`src/rtl/simple_frame_fifo_if.sv`:
```
// Valid/ready sample stream carrying an opaque payload plus a first-of-frame marker.
interface simple_frame_fifo_if #(
    parameter int WIDTH = 32
);
    logic [WIDTH-1:0] data;
    logic             fst;
    logic             vld;
    logic             rdy;

    modport master (output data, output fst, output vld, input rdy);
    modport slave  (input data, input fst, input vld, output rdy);
endinterface

```
`src/rtl/simple_frame_fifo.sv`:
```
// Frame-gated FIFO: a frame becomes visible downstream only once all FRAME_LEN samples
// are buffered; out_fst is regenerated locally and upstream framing slips are flagged.
module simple_frame_fifo #(
    parameter int WIDTH     = 32,
    parameter int DEPTH     = 16,
    parameter int FRAME_LEN = 4
) (
    input  logic                   clk,
    input  logic                   reset,
    input  logic                   clr,
    simple_frame_fifo_if.slave     in_if,
    simple_frame_fifo_if.master    out_if,
    output logic [$clog2(DEPTH):0] level,
    output logic                   frame_done,
    output logic                   fst_err
);
    localparam int AW = $clog2(DEPTH);
    localparam int FW = (FRAME_LEN > 1) ? $clog2(FRAME_LEN) : 1;
    localparam logic [FW-1:0] F_LAST = FW'(FRAME_LEN - 1);
    localparam logic [AW:0]   FULL   = (AW + 1)'(DEPTH);

    if (DEPTH < 2 || (DEPTH & (DEPTH - 1)) != 0) begin : g_depth_chk
        $error("DEPTH must be a power of 2 and at least 2");
    end
    if (FRAME_LEN < 1 || FRAME_LEN > DEPTH) begin : g_frame_chk
        $error("FRAME_LEN must be in 1..DEPTH");
    end

    typedef struct packed {
        logic             fst;
        logic [WIDTH-1:0] data;
    } entry_t;

    entry_t        mem [DEPTH];
    logic [AW-1:0] wp, rp;
    logic [AW:0]   cnt, frames;
    logic [FW-1:0] wr_cnt, rd_cnt;
    logic          wr_en, rd_en, wr_first, wr_last, rd_last;

    assign wr_first   = (wr_cnt == '0);
    assign wr_last    = (wr_cnt == F_LAST);
    assign rd_last    = (rd_cnt == F_LAST);
    assign in_if.rdy  = (cnt != FULL);
    assign out_if.vld = (frames != '0);
    assign wr_en      = in_if.vld && in_if.rdy && !clr;
    assign rd_en      = out_if.vld && out_if.rdy && !clr;
    assign frame_done = rd_en && rd_last;
    assign level      = cnt;
    // Stored entries are never reset, so gate the marker to keep X out of downstream control.
    assign out_if.data = mem[rp].data;
    assign out_if.fst  = out_if.vld && mem[rp].fst;

    always_ff @(posedge clk) begin
        if (wr_en) mem[wp] <= '{fst: wr_first, data: in_if.data};
    end

    always_ff @(posedge clk or negedge reset) begin
        if (!reset) begin
            wp      <= '0;
            rp      <= '0;
            cnt     <= '0;
            frames  <= '0;
            wr_cnt  <= '0;
            rd_cnt  <= '0;
            fst_err <= 1'b0;
        end else if (clr) begin
            wp      <= '0;
            rp      <= '0;
            cnt     <= '0;
            frames  <= '0;
            wr_cnt  <= '0;
            rd_cnt  <= '0;
            fst_err <= 1'b0;
        end else begin
            if (wr_en) begin
                wp     <= wp + 1'b1;
                wr_cnt <= wr_last ? '0 : wr_cnt + 1'b1;
                // Framing follows the local counter only; a misplaced in_fst just raises the flag.
                if (in_if.fst != wr_first) fst_err <= 1'b1;
            end
            if (rd_en) begin
                rp     <= rp + 1'b1;
                rd_cnt <= rd_last ? '0 : rd_cnt + 1'b1;
            end
            case ({wr_en, rd_en})
                2'b10:   cnt <= cnt + 1'b1;
                2'b01:   cnt <= cnt - 1'b1;
                default: cnt <= cnt;
            endcase
            case ({wr_en && wr_last, frame_done})
                2'b10:   frames <= frames + 1'b1;
                2'b01:   frames <= frames - 1'b1;
                default: frames <= frames;
            endcase
        end
    end
endmodule

```
`src/flat_wrapper.sv`:
```
// flat-port wrapper written by rule: the top's interface ports become plain ports
module simple_frame_fifo_flat 
#(
    parameter int WIDTH     = 32,
    parameter int DEPTH     = 16,
    parameter int FRAME_LEN = 4
)
  (clk, reset, clr, level, frame_done, fst_err, in_if_data, in_if_fst, in_if_vld, in_if_rdy, out_if_data, out_if_fst, out_if_vld, out_if_rdy);
  simple_frame_fifo_if #(.WIDTH(WIDTH)) in_if_i ();
  simple_frame_fifo_if #(.WIDTH(WIDTH)) out_if_i ();
  input  logic clk;
  input  logic reset;
  input  logic clr;
  output logic [$clog2(DEPTH):0] level;
  output logic frame_done;
  output logic fst_err;
  input wire logic [$bits(in_if_i.data)-1:0] in_if_data;
  input wire logic [$bits(in_if_i.fst)-1:0] in_if_fst;
  input wire logic [$bits(in_if_i.vld)-1:0] in_if_vld;
  output wire logic [$bits(in_if_i.rdy)-1:0] in_if_rdy;
  output wire logic [$bits(out_if_i.data)-1:0] out_if_data;
  output wire logic [$bits(out_if_i.fst)-1:0] out_if_fst;
  output wire logic [$bits(out_if_i.vld)-1:0] out_if_vld;
  input wire logic [$bits(out_if_i.rdy)-1:0] out_if_rdy;
  assign in_if_i.data = in_if_data;
  assign in_if_i.fst = in_if_fst;
  assign in_if_i.vld = in_if_vld;
  assign in_if_rdy = in_if_i.rdy;
  assign out_if_data = out_if_i.data;
  assign out_if_fst = out_if_i.fst;
  assign out_if_vld = out_if_i.vld;
  assign out_if_i.rdy = out_if_rdy;
  simple_frame_fifo #(.WIDTH(WIDTH), .DEPTH(DEPTH), .FRAME_LEN(FRAME_LEN)) u_core (.clk(clk), .reset(reset), .clr(clr), .in_if(in_if_i), .out_if(out_if_i), .level(level), .frame_done(frame_done), .fst_err(fst_err));
endmodule
```
`config.mk`:
```
export PLATFORM = sky130hd
export DESIGN_NAME = simple_frame_fifo_flat
export DESIGN_NICKNAME = d
export VERILOG_FILES = /design/src/rtl/simple_frame_fifo_if.sv /design/src/rtl/simple_frame_fifo.sv /design/src/flat_wrapper.sv
export SDC_FILE = /design/constraint.sdc
export NUM_CORES = 1
export LEC_CHECK = 0
export CORE_MARGIN = 3
export CORE_UTILIZATION = 65
export CTS_CLUSTER_DIAMETER = 100
export DETAILED_ROUTE_END_ITERATION = 7
export GPL_TIMING_DRIVEN = 0
export PLACE_DENSITY_LB_ADDON = 0.15
export SLEW_MARGIN = 20
export SYNTH_ARGS = -nofsm -noshare
export SYNTH_HDL_FRONTEND = slang
export SYNTH_SLANG_ARGS = --single-unit
```
`constraint.sdc`:
```
create_clock -name clk -period 8.9 [get_ports clk]
set_input_delay 2.225 -clock clk [delete_from_list [all_inputs] [get_ports clk]]
set_output_delay 2.225 -clock clk [all_outputs]
set_load 0.05 [all_outputs]
```
## Word-level counts from Yosys, hierarchy flattened

Memory sizes are Yosys's and may differ from the RTL's.
Cells that the tools add are included.

- $add $sub $neg: 8
- Equality and inequality tests: 8
- Muxes and demuxes: 19
- Reduce and logical (&&, ||, !) cells: 16

Operators with widths:

| cell | count |
|---|---|
| 5-bit one-hot mux with 2 select lines | 2 |
| 4-bit two-way mux | 4 |
| 2-bit two-way mux | 6 |
| 5-bit by 1-bit adder with 5-bit output (second input constant) | 2 |
| 5-bit two-way mux | 2 |
| 5-bit by 1-bit subtractor with 5-bit output (second input constant) | 2 |
| 4-bit by 1-bit adder with 4-bit output (second input constant) | 2 |
| 2-bit equality test (second input constant) | 4 |
| 1-bit logical AND | 7 |
| 2-bit nonzero test | 3 |
| 3-bit nonzero test | 2 |
| 1-bit two-way mux | 5 |
| 5-bit inequality test (second input constant) | 1 |
| 5-bit nonzero test | 1 |
| 2-bit by 1-bit adder with 2-bit output (second input constant) | 2 |
| 2-bit by 1-bit equality test with 1-bit output (second input constant) | 2 |
| 2-bit zero test | 1 |
| 2-bit AND reduction | 1 |
| 1-bit zero test | 1 |
| 1-bit inequality test | 1 |

- Register bits: 23
- Memory bits (writable): 528
- Output and inout port bits: 42
- Logic and storage cells: 59
- Memories kept: 1

Memory list:

| name | words | bits a word | rd ports | clocked after memory_dff | wr ports | RTL line | RTL |
|---|---|---|---|---|---|---|---|
| u_core.mem | 16 | 33 | 1 | 0 | 1 | simple_frame_fifo.sv:34 | `entry_t mem [DEPTH];` |

## Logic depth before layout (Yosys ltp)

- Word-level depth: 7
- Mapped depth: 12

## Worst setup path before layout

No wires, ideal clock.

- Path kind: input -> register
- From: input port clr
- To: memory u_core.mem[0][0] (netlist name) (enable)
- Arrival: 5.003 ns
- Data required time: 8.436 ns
- Slack: 3.433 ns
- Stages on the path: 4
- Path buffers: 1
- Path through: clkbuf_1 > nor2_1 > nand2_1 > nor3_1

- Longest elaborated chain between the ends: 4

Ends and longest elaborated chain:

| element | RTL line | RTL |
|---|---|---|
| start: declaration | flat_wrapper.sv:13 | `input logic clr;` |
| 1-bit zero test | simple_frame_fifo.sv:45 | `assign wr_en = in_if.vld && in_if.rdy && !clr;` |
| 1-bit logical AND | simple_frame_fifo.sv:45 |  |
| 1-bit two-way mux | simple_frame_fifo.sv:54 | `if (wr_en) mem[wp] <= '{fst: wr_first, data: in_if.data};` |
| 1-bit two-way mux (not written as such) | simple_frame_fifo.sv:54 |  |
| end: declaration | simple_frame_fifo.sv:34 |  |

Every way passes these cells.

## Worst setup path in the final report

- From: register u_core.rp[1]
- To: output port out_if_data[30]

- Longest elaborated chain between the ends: 1

Ends and longest elaborated chain:

| element | RTL line | RTL |
|---|---|---|
| start: declaration | simple_frame_fifo.sv:35 | `logic [AW-1:0] wp, rp;` |
| start signal: assignment | simple_frame_fifo.sv:82 | `rp <= rp + 1'b1;` |
| memory 16 x 33 bit | -- |  |
| end: declaration | flat_wrapper.sv:21 | `output wire logic [$bits(out_if_i.data)-1:0] out_if_data;` |

Every way passes these cells.

==> impl_metrics.tcl <==
set metrics [dict create \
    insertion_delay_ns 0.56 \
    r2r-start "u_core.frames[1]" \
    cts_root_buf "clkbuf_16" \
    antenna_found_initial 1 \
    route.detailed.vias_per_inst 6.761 \
    syn_area_mm2 0.02150 \
    drcViolationCount 0 \
    tightestPinTransition_ns 1.054 \
    seq_area_frac_synth_pct 76.42 \
    io_buffers 79 \
    slew_headroom_pct 29.72 \
    timing.critical_path.arrival_ns 4.13 \
    cts_setup_buffers 0 \
    drtAntennaViolNets 0 \
    critPathLaunchType "flip-flop" \
    first_pass_grt_wire_length_um 75710 \
    cts.hold.buffers_added 0 \
    final.setup.worst_slack_ns 2.548 \
    layout.nets 1290 \
    number_of_global_route_vias_before_repair 12040 \
    grt.met1_usage_pct 40.81 \
    die_h_um 187.9 \
    grt_remaining_overflow 0 \
    finalHoldViolations 0 \
    power.density_mw_per_mm2 222.2 \
    detail_route.iter0.violations 1548 \
    post_drt_wl_per_cell_um 29.25 \
    globalRouteTotalUtil_pct 28.98 \
    synth_cells 1069 \
    post_cts_resized 0 \
    synthesized_flop_and_latch_total 551 \
    n_fill_cell 1668 \
    p_r_area_growth_vs_syn_pct 17.00 \
    maxCapViolations 0 \
    clock_transition_at_the_registers_of_the_reported_paths_ns 0.07 \
    grtUsageMet3_pct 5.253 \
    tritoncts "built" \
    post-synth-top-count-cell "edfxtp_1" \
    detail_route.first_pass.iterations 5 \
    status "finished, final reports clean" \
    synth-edff-count 528 \
    critical_path_required_ns 6.68 \
    holdPathEnd "u_core.fst_err" \
    worst_ir_drop_vdd_uv 187.2 \
    clock-skew-final_ns 0.01542 \
    final_period_minus_worst_setup_slack_ns 6.352 \
    p_leak_nw 8.007 \
    synth_cell_types 57 \
    htreeDepth 2 \
    core.rowCount 65 \
    post_synth_most_frequent_cells "528 x edfxtp_1, 98 x mux4_2, 70 x mux2i_1" \
    worst_r2r_path_depth 10 \
    routed_wirelength_um 50000 \
    boundaryPins 80 \
    die_width_um 187.9 \
    synth_async_sr_flop_share_pct 4.174 \
    half_perimeter_wire_length_of_the_detailed_placement_result_um 30860 \
    grt_max_degree 24 \
    clockBufferDepth 3 \
    synth.yosys.warnings 0 \
    overall_die_area_mm2 0.03530 \
    critPathMaxFanout 10 \
    antennaDiodeCount 0 \
    critPathCaptureType "primary output" \
    core_area_mm2 0.03204 \
    post-place-ws_ns 2.741 \
    cts_inserted_buffers 53 \
    yosysTopAreaCellShare_pct 73.74 \
    yosys-top-cells-area "edfxtp_1 74%, mux4_2 10%, mux2i_1 3.3%" \
    min_from "u_core.fst_err" \
    clock_sink_count 551 \
    mean_syn_cell_area_um2 20.11 \
    synth_ff_type "edfxtp_1" \
    report.final.setup_viol 0 \
    grt.busiest_layer "met2" \
    ff2ff_setup_slack_ns 5.70 \
    area_leader_netlist "edfxtp_1" \
    globalRouteMet2Util_pct 46.62 \
    r2r_end "u_core.level[4]" \
    worst-setup-path-type "flip-flop to primary output" \
    synth.net_count 1121 \
    hold_depth 2 \
    report.final.slew_viol_count 0 \
    place_congestion 0.7873 \
    vias 11560 \
    worst_hold_path_type "flip-flop to flip-flop" \
    initial_cell_density_of_the_core_pct 67.10 \
    final_layout_size_suffix_gt1_share_pct 20.41 \
    grt_setup_unrepaired "no" \
    maxClockFrequency_ghz 0.1574 \
    totalPowerFinal_mw 5.590 \
    timing.final.crit_share_pct 71.38 \
]
metal layers:
metal	vias to the layer above	wire length, um
li1	4773	-
met1	5939	18910
met2	716	24830
met3	125	4503
met4	2	1741
met5	-	13
how the worst max path moves through the flow:
stage,from,to,slack [ns],depth (start not counted)
5_1_grt,u_core.rp[1],out_if_data[30],2.39,6
4_1_cts,u_core.rp[1],out_if_data[30],2.59,6
3_5_place_dp,clr,frame_done,2.74,4
2_1_floorplan,clr,u_core.mem[0][0],3.43,4
3_3_place_gp,clr,u_core.mem[1][16],-0.05,5
6_report,u_core.rp[1],out_if_data[30],2.55,6
metrics by stage:
stage	area (um2)	utilization (%)	setup TNS [ns]	cells	hold slack, ns
after floorplan	21500	-	0	1069	0.5061
after global placement	22840	71.27	-1.453	1583	0.4826
after detailed placement	23460	73.23	0	1618	0.5051
after CTS	25160	78.52	0	1709	0.5201
after global routing	25160	78.51	0	1709	0.5562
final	25160	78.51	0	1709	0.5113
where the power goes:
part | switching, mW | total, mW | internal [mW]
logic | 0.301 | 0.497 | 0.197
clock network | 0.919 | 2.21 | 1.29
registers | 0.0149 | 2.89 | 2.87
total | 1.23 | 5.59 | 4.35
cells by family (layout without fill, tap and decap cells):
family / count (synthesis) / in the layout / synth area share, %
fa+ha+maj: 14 / 14 / 0.8496
mux: 169 / 169 / 13.58
compound gates: 165 / 165 / 5.203
xor+xnor: 14 / 14 / 0.6402
buf+inv: 68 / 273 / 1.338
flops: 551 / 551 / 76.42
simple gates: 88 / 88 / 1.973
worst max-delay path, cell delays in order (launching register included):
cell and delay (ns):
dfrtp_1 0.43, clkbuf_1 0.49, clkbuf_1 0.85, mux4_2 0.39, a21oi_1 0.07, o21ai_0 0.42
clkdlybuf4s50_1 0.91
state kept, by name, summed over array words and instances (netlist names):
register,count
u_core.fst_err,1
u_core.wr_cnt,2
u_core.rp,4
u_core.wp,4
u_core.mem,528
u_core.frames,5
u_core.level,5
u_core.rd_cnt,2
layout make-up:
class / count / area (um2) / share of cell area (%)
inverter: 10 / 37.54 / 0.1492
sequential: 551 / 16430 / 65.31
tap: 435 / 544.3 / 2.164
timing repair buffer: 114 / 1304 / 5.183
clock inverter: 27 / 297.8 / 1.184
clock buffer: 64 / 1398 / 5.556
multi-input combinational: 450 / 4892 / 19.45
buffer: 58 / 252.7 / 1.005
layout by cell type, fill, tap and decap left out, types with 4 or more instances in the layout:
master,count
a221oi_1,33
clkbuf_1,44
clkbuf_16,53
nand3_1,4
nor2_1,22
o21a_1,4
clkdlybuf4s50_1,78
buf_2,18
xnor2_1,7
nor3_2,4
buf_16,9
bufinv_16,6
xor2_1,5
o21ai_0,36
dfrtp_1,23
mux4_2,98
mux2i_1,70
clkinv_2,6
nor2_4,12
inv_1,10
nor3_1,6
nand2_1,20
a22oi_1,32
buf_12,6
ha_1,13
edfxtp_1,528
buf_4,21
clkinv_1,8
a21oi_1,43
No activity file was read; power rests on OpenSTA's default activity.
==> edit 1: new RTL, same settings <==
`FRAME_LEN` is set to 4 in 2 places; all go to 8.
--- a/src/rtl/simple_frame_fifo.sv
+++ b/src/rtl/simple_frame_fifo.sv
@@ -3,7 +3,7 @@
 module simple_frame_fifo #(
     parameter int WIDTH     = 32,
     parameter int DEPTH     = 16,
-    parameter int FRAME_LEN = 4
+    parameter int FRAME_LEN = 8
 ) (
     input  logic                   clk,
     input  logic                   reset,
--- a/src/flat_wrapper.sv
+++ b/src/flat_wrapper.sv
@@ -3,7 +3,7 @@
 #(
     parameter int WIDTH     = 32,
     parameter int DEPTH     = 16,
-    parameter int FRAME_LEN = 4
+    parameter int FRAME_LEN = 8
 )
   (clk, reset, clr, level, frame_done, fst_err, in_if_data, in_if_fst, in_if_vld, in_if_rdy, out_if_data, out_if_fst, out_if_vld, out_if_rdy);
   simple_frame_fifo_if #(.WIDTH(WIDTH)) in_if_i ();
Function: same outputs for any inputs over 4 cycles, from zero or initial values and one cycle with reset low; that may be too few to reach the edited logic, so the function may still have changed.
==> edit 1 against the original RTL <==
- routed wire length down 2.5%
- worst setup slack worse by 280 ps
- first-iteration DRC count down 13%
- clock power grew 3%
- sequential cell count grew 2
- total power increased by 0.48%
- area after synthesis grew 0.89%
- cell area is 1.2% higher
- critical path type unchanged
- largest power group unchanged
==> edit 1: results <==
group,metric,value,unit
layout,fin_nets,1333,
synth,ys_seq_area_share,76.0,%
global_routing,grt_max_degree,26,
route,wl_met2,24.1,mm
status,status,"complete, no violations",
global_routing,antenna_found_initial,1,
route,wl_met1,19.5,mm
synth,synthTopCellsByArea,"edfxtp_1 (73%), mux4_2 (10%), dfrtp_1 (2.9%), mux2i_1 (1.8%), a21oi_1 (1.8%)",
critical_path,crit_path_end,"out_if_data[22]",
synth,async_flop_share,4.52,%
power,p_leak,8.21,nW
global_routing,grt_util_met3,4.84,%
critical_path,critPathSlowestCell,"nor2_1",
placed_design,gp_congestion,0.774,
route,dr.max_layer_used,"met5",
critical_path,startpoint,"u_core.rp[3]",
critical_path,r2r_slack,5690,ps
layout,num_antenna_cells,0,
synth,synth_cell_types,56,
critical_path,r2r_cells,11,
global_routing,groute.usage.overall,28.2,%
critical_path,cp_top_family,"buffers and inverters",
synth,synth_common_cells,"edfxtp_1 (528), mux4_2 (98), a21oi_1 (76)",
route,first_iter_violations,1348,
layout,final_common_cell,"edfxtp_1",
timing,max_freq,151,MHz
route,wl_met3,3.94,mm
critical_path,r2r-start,"u_core.level[1]",
placed_design,place_ws,2730,ps
global_routing,met2_usage,45.5,%
placed_design,dpl.cell_count,1666,
layout,drive_above_1_share,22.2,%
route,vias_per_cell,6.58,
route,vias,11612,
critical_path,crit_arrival,4400,ps
critical_path,rr_endpoint,"u_core.level[4]",
clocking,cts.clk_slew.worst_paths,60,ps
power,ir_worst_vdd,0.180,mV
synth,netlist_instances,1109,
worst_hold_path,min_path_type,"reg2reg",
clocking,cts-root-buf,"clkbuf_16",
global_routing,grt_util_met1,41.1,%
route,wl_per_cell,27.6,um
timing,skew,17.9,ps
placed_design,dp_hpwl,30.2,mm
timing,tightest_slew,1120,ps
global_routing,grt_pass1_wl,74.4,mm
placed_design,dpl_cell_area,23700,um2
synth,yosysWarnings,0,
synth,synthesis.nets,1163,
route,firstDrtPassIters,5,
edit 1: cell types whose count changed in the layout (fill, tap and decap cells not counted), sizes merged, moves of 31 or more:
cell    unedited run  this run
mux2               1        32
mux2i             70        39
o21ai             38        69
a21oi             43        76
a221oi            33         1
edit 1: kinds of logic after synthesis:
kind of cell	Yosys count	share of synthesized area, %
XOR/XNOR	14	0.686
flip-flops	553	76.0
AO/OA/AOI/OAI	198	5.39
multiplexers	169	13.6
adder cells (fa/ha/maj)	16	0.957
AND/OR/NAND/NOR	92	2.03
buffers and inverters	67	1.32
edit 1: how the worst min path moves through the flow:
| stage | depth (start not counted) | end | slack, ps | startpoint |
|---|---|---|---|---|
| after floorplan | 2 | u_core.rd_cnt[1] | 510 | u_core.rd_cnt[1] |
| after global placement | 2 | u_core.fst_err | 490 | u_core.fst_err |
| after detailed placement | 2 | u_core.fst_err | 520 | u_core.fst_err |
| after CTS | 2 | u_core.rd_cnt[1] | 530 | u_core.rd_cnt[1] |
| after global routing | 2 | u_core.rd_cnt[1] | 550 | u_core.rd_cnt[1] |
| final | 2 | u_core.fst_err | 530 | u_core.fst_err |
edit 1: final cells by class:
cell class                      count  area, um2
Fill cell                        1765       7240
Timing Repair Buffer              115       1330
Multi-Input combinational cell    489       5040
Clock buffer                       67       1440
Inverter                           10       37.5
Tap cell                          442        553
Clock inverter                     31        333
Sequential cell                   553      16500
Buffer                             57        250
edit 1: power breakdown:
group	leakage [nW]	switching [mW]	total, mW	internal (mW)
registers	5.10	0.0145	2.90	2.88
clock network	0.861	0.922	2.27	1.35
logic	2.25	0.273	0.453	0.180
edit 1: stage by stage:
stage          utilization (%)  hold WS, ps
2_1_floorplan                -          506
3_3_place_gp              70.4          491
3_5_place_dp              72.4          515
4_1_cts                   77.9          532
5_1_grt                   77.9          555
6_report                  77.9          525
==> edit 2: new RTL, same flow settings <==
Without the edit above. Reset style: synchronous (`reset`), changed in one clocked block.
--- a/src/rtl/simple_frame_fifo.sv
+++ b/src/rtl/simple_frame_fifo.sv
@@ -54,7 +54,7 @@
         if (wr_en) mem[wp] <= '{fst: wr_first, data: in_if.data};
     end
 
-    always_ff @(posedge clk or negedge reset) begin
+    always_ff @(posedge clk) begin
         if (!reset) begin
             wp      <= '0;
             rp      <= '0;
Check against the original RTL: differs if reset is asserted again (counterexample within 4 cycles, from zero or initial values and one cycle with reset low); with reset held inactive, the same outputs for 4 cycles.
==> edit 2 against the original RTL <==
- sequential cell count grew 4
- cell area shrank 1.6%
- area after synthesis down 0.56%
- routed wire length shrank 4.2%
- count of clock-buffer cells in the layout fell by 1
- worst setup slack lost 59 ps
- fmax decreased by 0.92%
- global-route usage fell by 0.84 points
- sequential share of layout area rose by 0.89 points
- critical path type is now in2out
- die area decreased by 0.55%
Power is not compared: it rests on default switching activity, and its combinational part moved more than twofold at a synthesized area within 25%.
==> edit 2: results <==
group,metric,value,unit
status,status,"complete, no violations",
route,vias_per_cell,6.66,
clocking,cts_buffers,53,
synth,synth_edf_count,528,
layout,largest_reg_flops,528,
layout,top_register,"u_core.mem",
clocking,cts_setup_buffers,0,
power,ir_worst_vdd,0.168,mV
critical_path,crit_arrival,4190,ps
clocking,clock_latency,570,ps
layout,fin_nets,1218,
synth,synth_area_per_cell,21.2,um2
route,firstDrtPassIters,5,
timing,skew,11.4,ps
clocking,htreeDepth,2,
clocking,cts-root-buf,"clkbuf_16",
synth,synthesis.nets,1063,
route,vias,10933,
clocking,cts_resized,0,
route,wl_per_cell,29.2,um
layout,drive_above_1_share,22.1,%
synth,synth_common_cells,"edfxtp_1 (528), mux4_2 (130), a22oi_1 (65)",
placed_design,dpl.cell_count,1544,
synth,synthTopCellsByArea,"edfxtp_1 (74%), mux4_2 (14%), dfxtp_1 (2.5%), a22oi_1 (2.3%), ha_1 (0.88%)",
synth,synth_cell_types,43,
route,first_iter_violations,1497,
layout,num_antenna_cells,0,
synth,yosysWarnings,0,
placed_design,io_buffers,79,
critical_path,path_max_fanout,10,
synth,ys.flop_type,"edfxtp_1",
placed_design,dp_hpwl,27.4,mm
global_routing,groute.usage.overall,28.1,%
global_routing,grt_max_degree,23,
clocking,cts.clk_slew.worst_paths,60,ps
clocking,clockBufferDepth,3,
global_routing,grt_pass1_wl,72.7,mm
synth,async_flop_share,0,%
layout,fillers,1643,
worst_hold_path,min_path_type,"reg2reg",
global_routing,grt_pass1_vias,11531,
power,p_leak,7.82,nW
global_routing,antenna_found_initial,0,
synth,ys_seq_area_share,76.7,%
placed_design,gp_congestion,0.741,
timing,relSlewSlack,39.7,%
power,p_switching,1.03,mW
## edit 2: cell count changes in the layout (fill, tap and decap cells not counted), sizes merged, moves of 13 or more
cell    before  now
mux2i       70   11
o21ai       38    4
a221oi      33    0
a22oi       32   65
mux4        98  130
a21oi       43   15
dfxtp        0   27
dfrtp       23    0
nand2       20   40
clkinv      16   30
buf         56   43
## edit 2: per-layer routing
layer  up-vias  part of all wire (%)  track usage, %
met5         -                     0               0
met4         0                   2.9            9.07
met3       119                   8.8            4.93
met2       611                    50            45.7
met1      5679                    38            40.0
li1       4524                     -               -
## edit 2: logic make-up after synthesis
kind of cell,synth area share [%]
and+or+nand+nor,2.87
buffers and inverters,1.50
AOI/OAI and AO/OA,3.29
muxes,14.3
DFF,76.7
xor gates and xnor gates,0.410
adders and majority gates,0.972
## edit 2: worst paths after layout
| kind | cells past startpoint | start | endpoint | slack, ps |
|---|---|---|---|---|
| max | 5 | out_if_rdy | frame_done | 2490 |
| min | 2 | u_core.fst_err | u_core.fst_err | 470 |
| max reg2reg | 13 | u_core.frames[2] | u_core.frames[2] | 5710 |
| min reg2reg | 2 | u_core.fst_err | u_core.fst_err | 470 |
## edit 2: layout make-up
cell class / instances / area [um2] / area share [%]
Sequential cell: 555 / 16400 / 66.2
Clock buffer: 63 / 1370 / 5.55
Tap cell: 435 / 544 / 2.20
Buffer: 55 / 280 / 1.13
Inverter: 11 / 41.3 / 0.167
Timing Repair Buffer: 100 / 1170 / 4.71
Clock inverter: 34 / 256 / 1.04
Multi-Input combinational cell: 388 / 4700 / 19.0
## edit 2: critical path, cell delays in order
cell and delay, ps:
clkdlybuf4s50_1 550, o31ai_4 150, nor2_1 200, and2_1 220, clkdlybuf4s50_1 830
## edit 2: power by group through the flow
stage	registers, mW	clock network (mW)	logic [mW]
after floorplan	2.93	0	0.0478
after global placement	2.93	0	0.112
after detailed placement	2.93	0	0.119
after CTS	2.87	2.16	0.120
after global routing	2.87	2.25	0.129
final	2.87	2.13	0.120
## edit 2: through the flow
stage	total power [mW]	setup WS [ps]	cell area, um2	util, %
after floorplan	2.98	3670	21400	-
after global placement	3.04	251	22700	71.1
after detailed placement	3.05	2490	23100	72.4
after CTS	5.15	2490	24800	77.5
after global routing	5.25	2420	24800	77.5
final	5.13	2490	24800	77.5
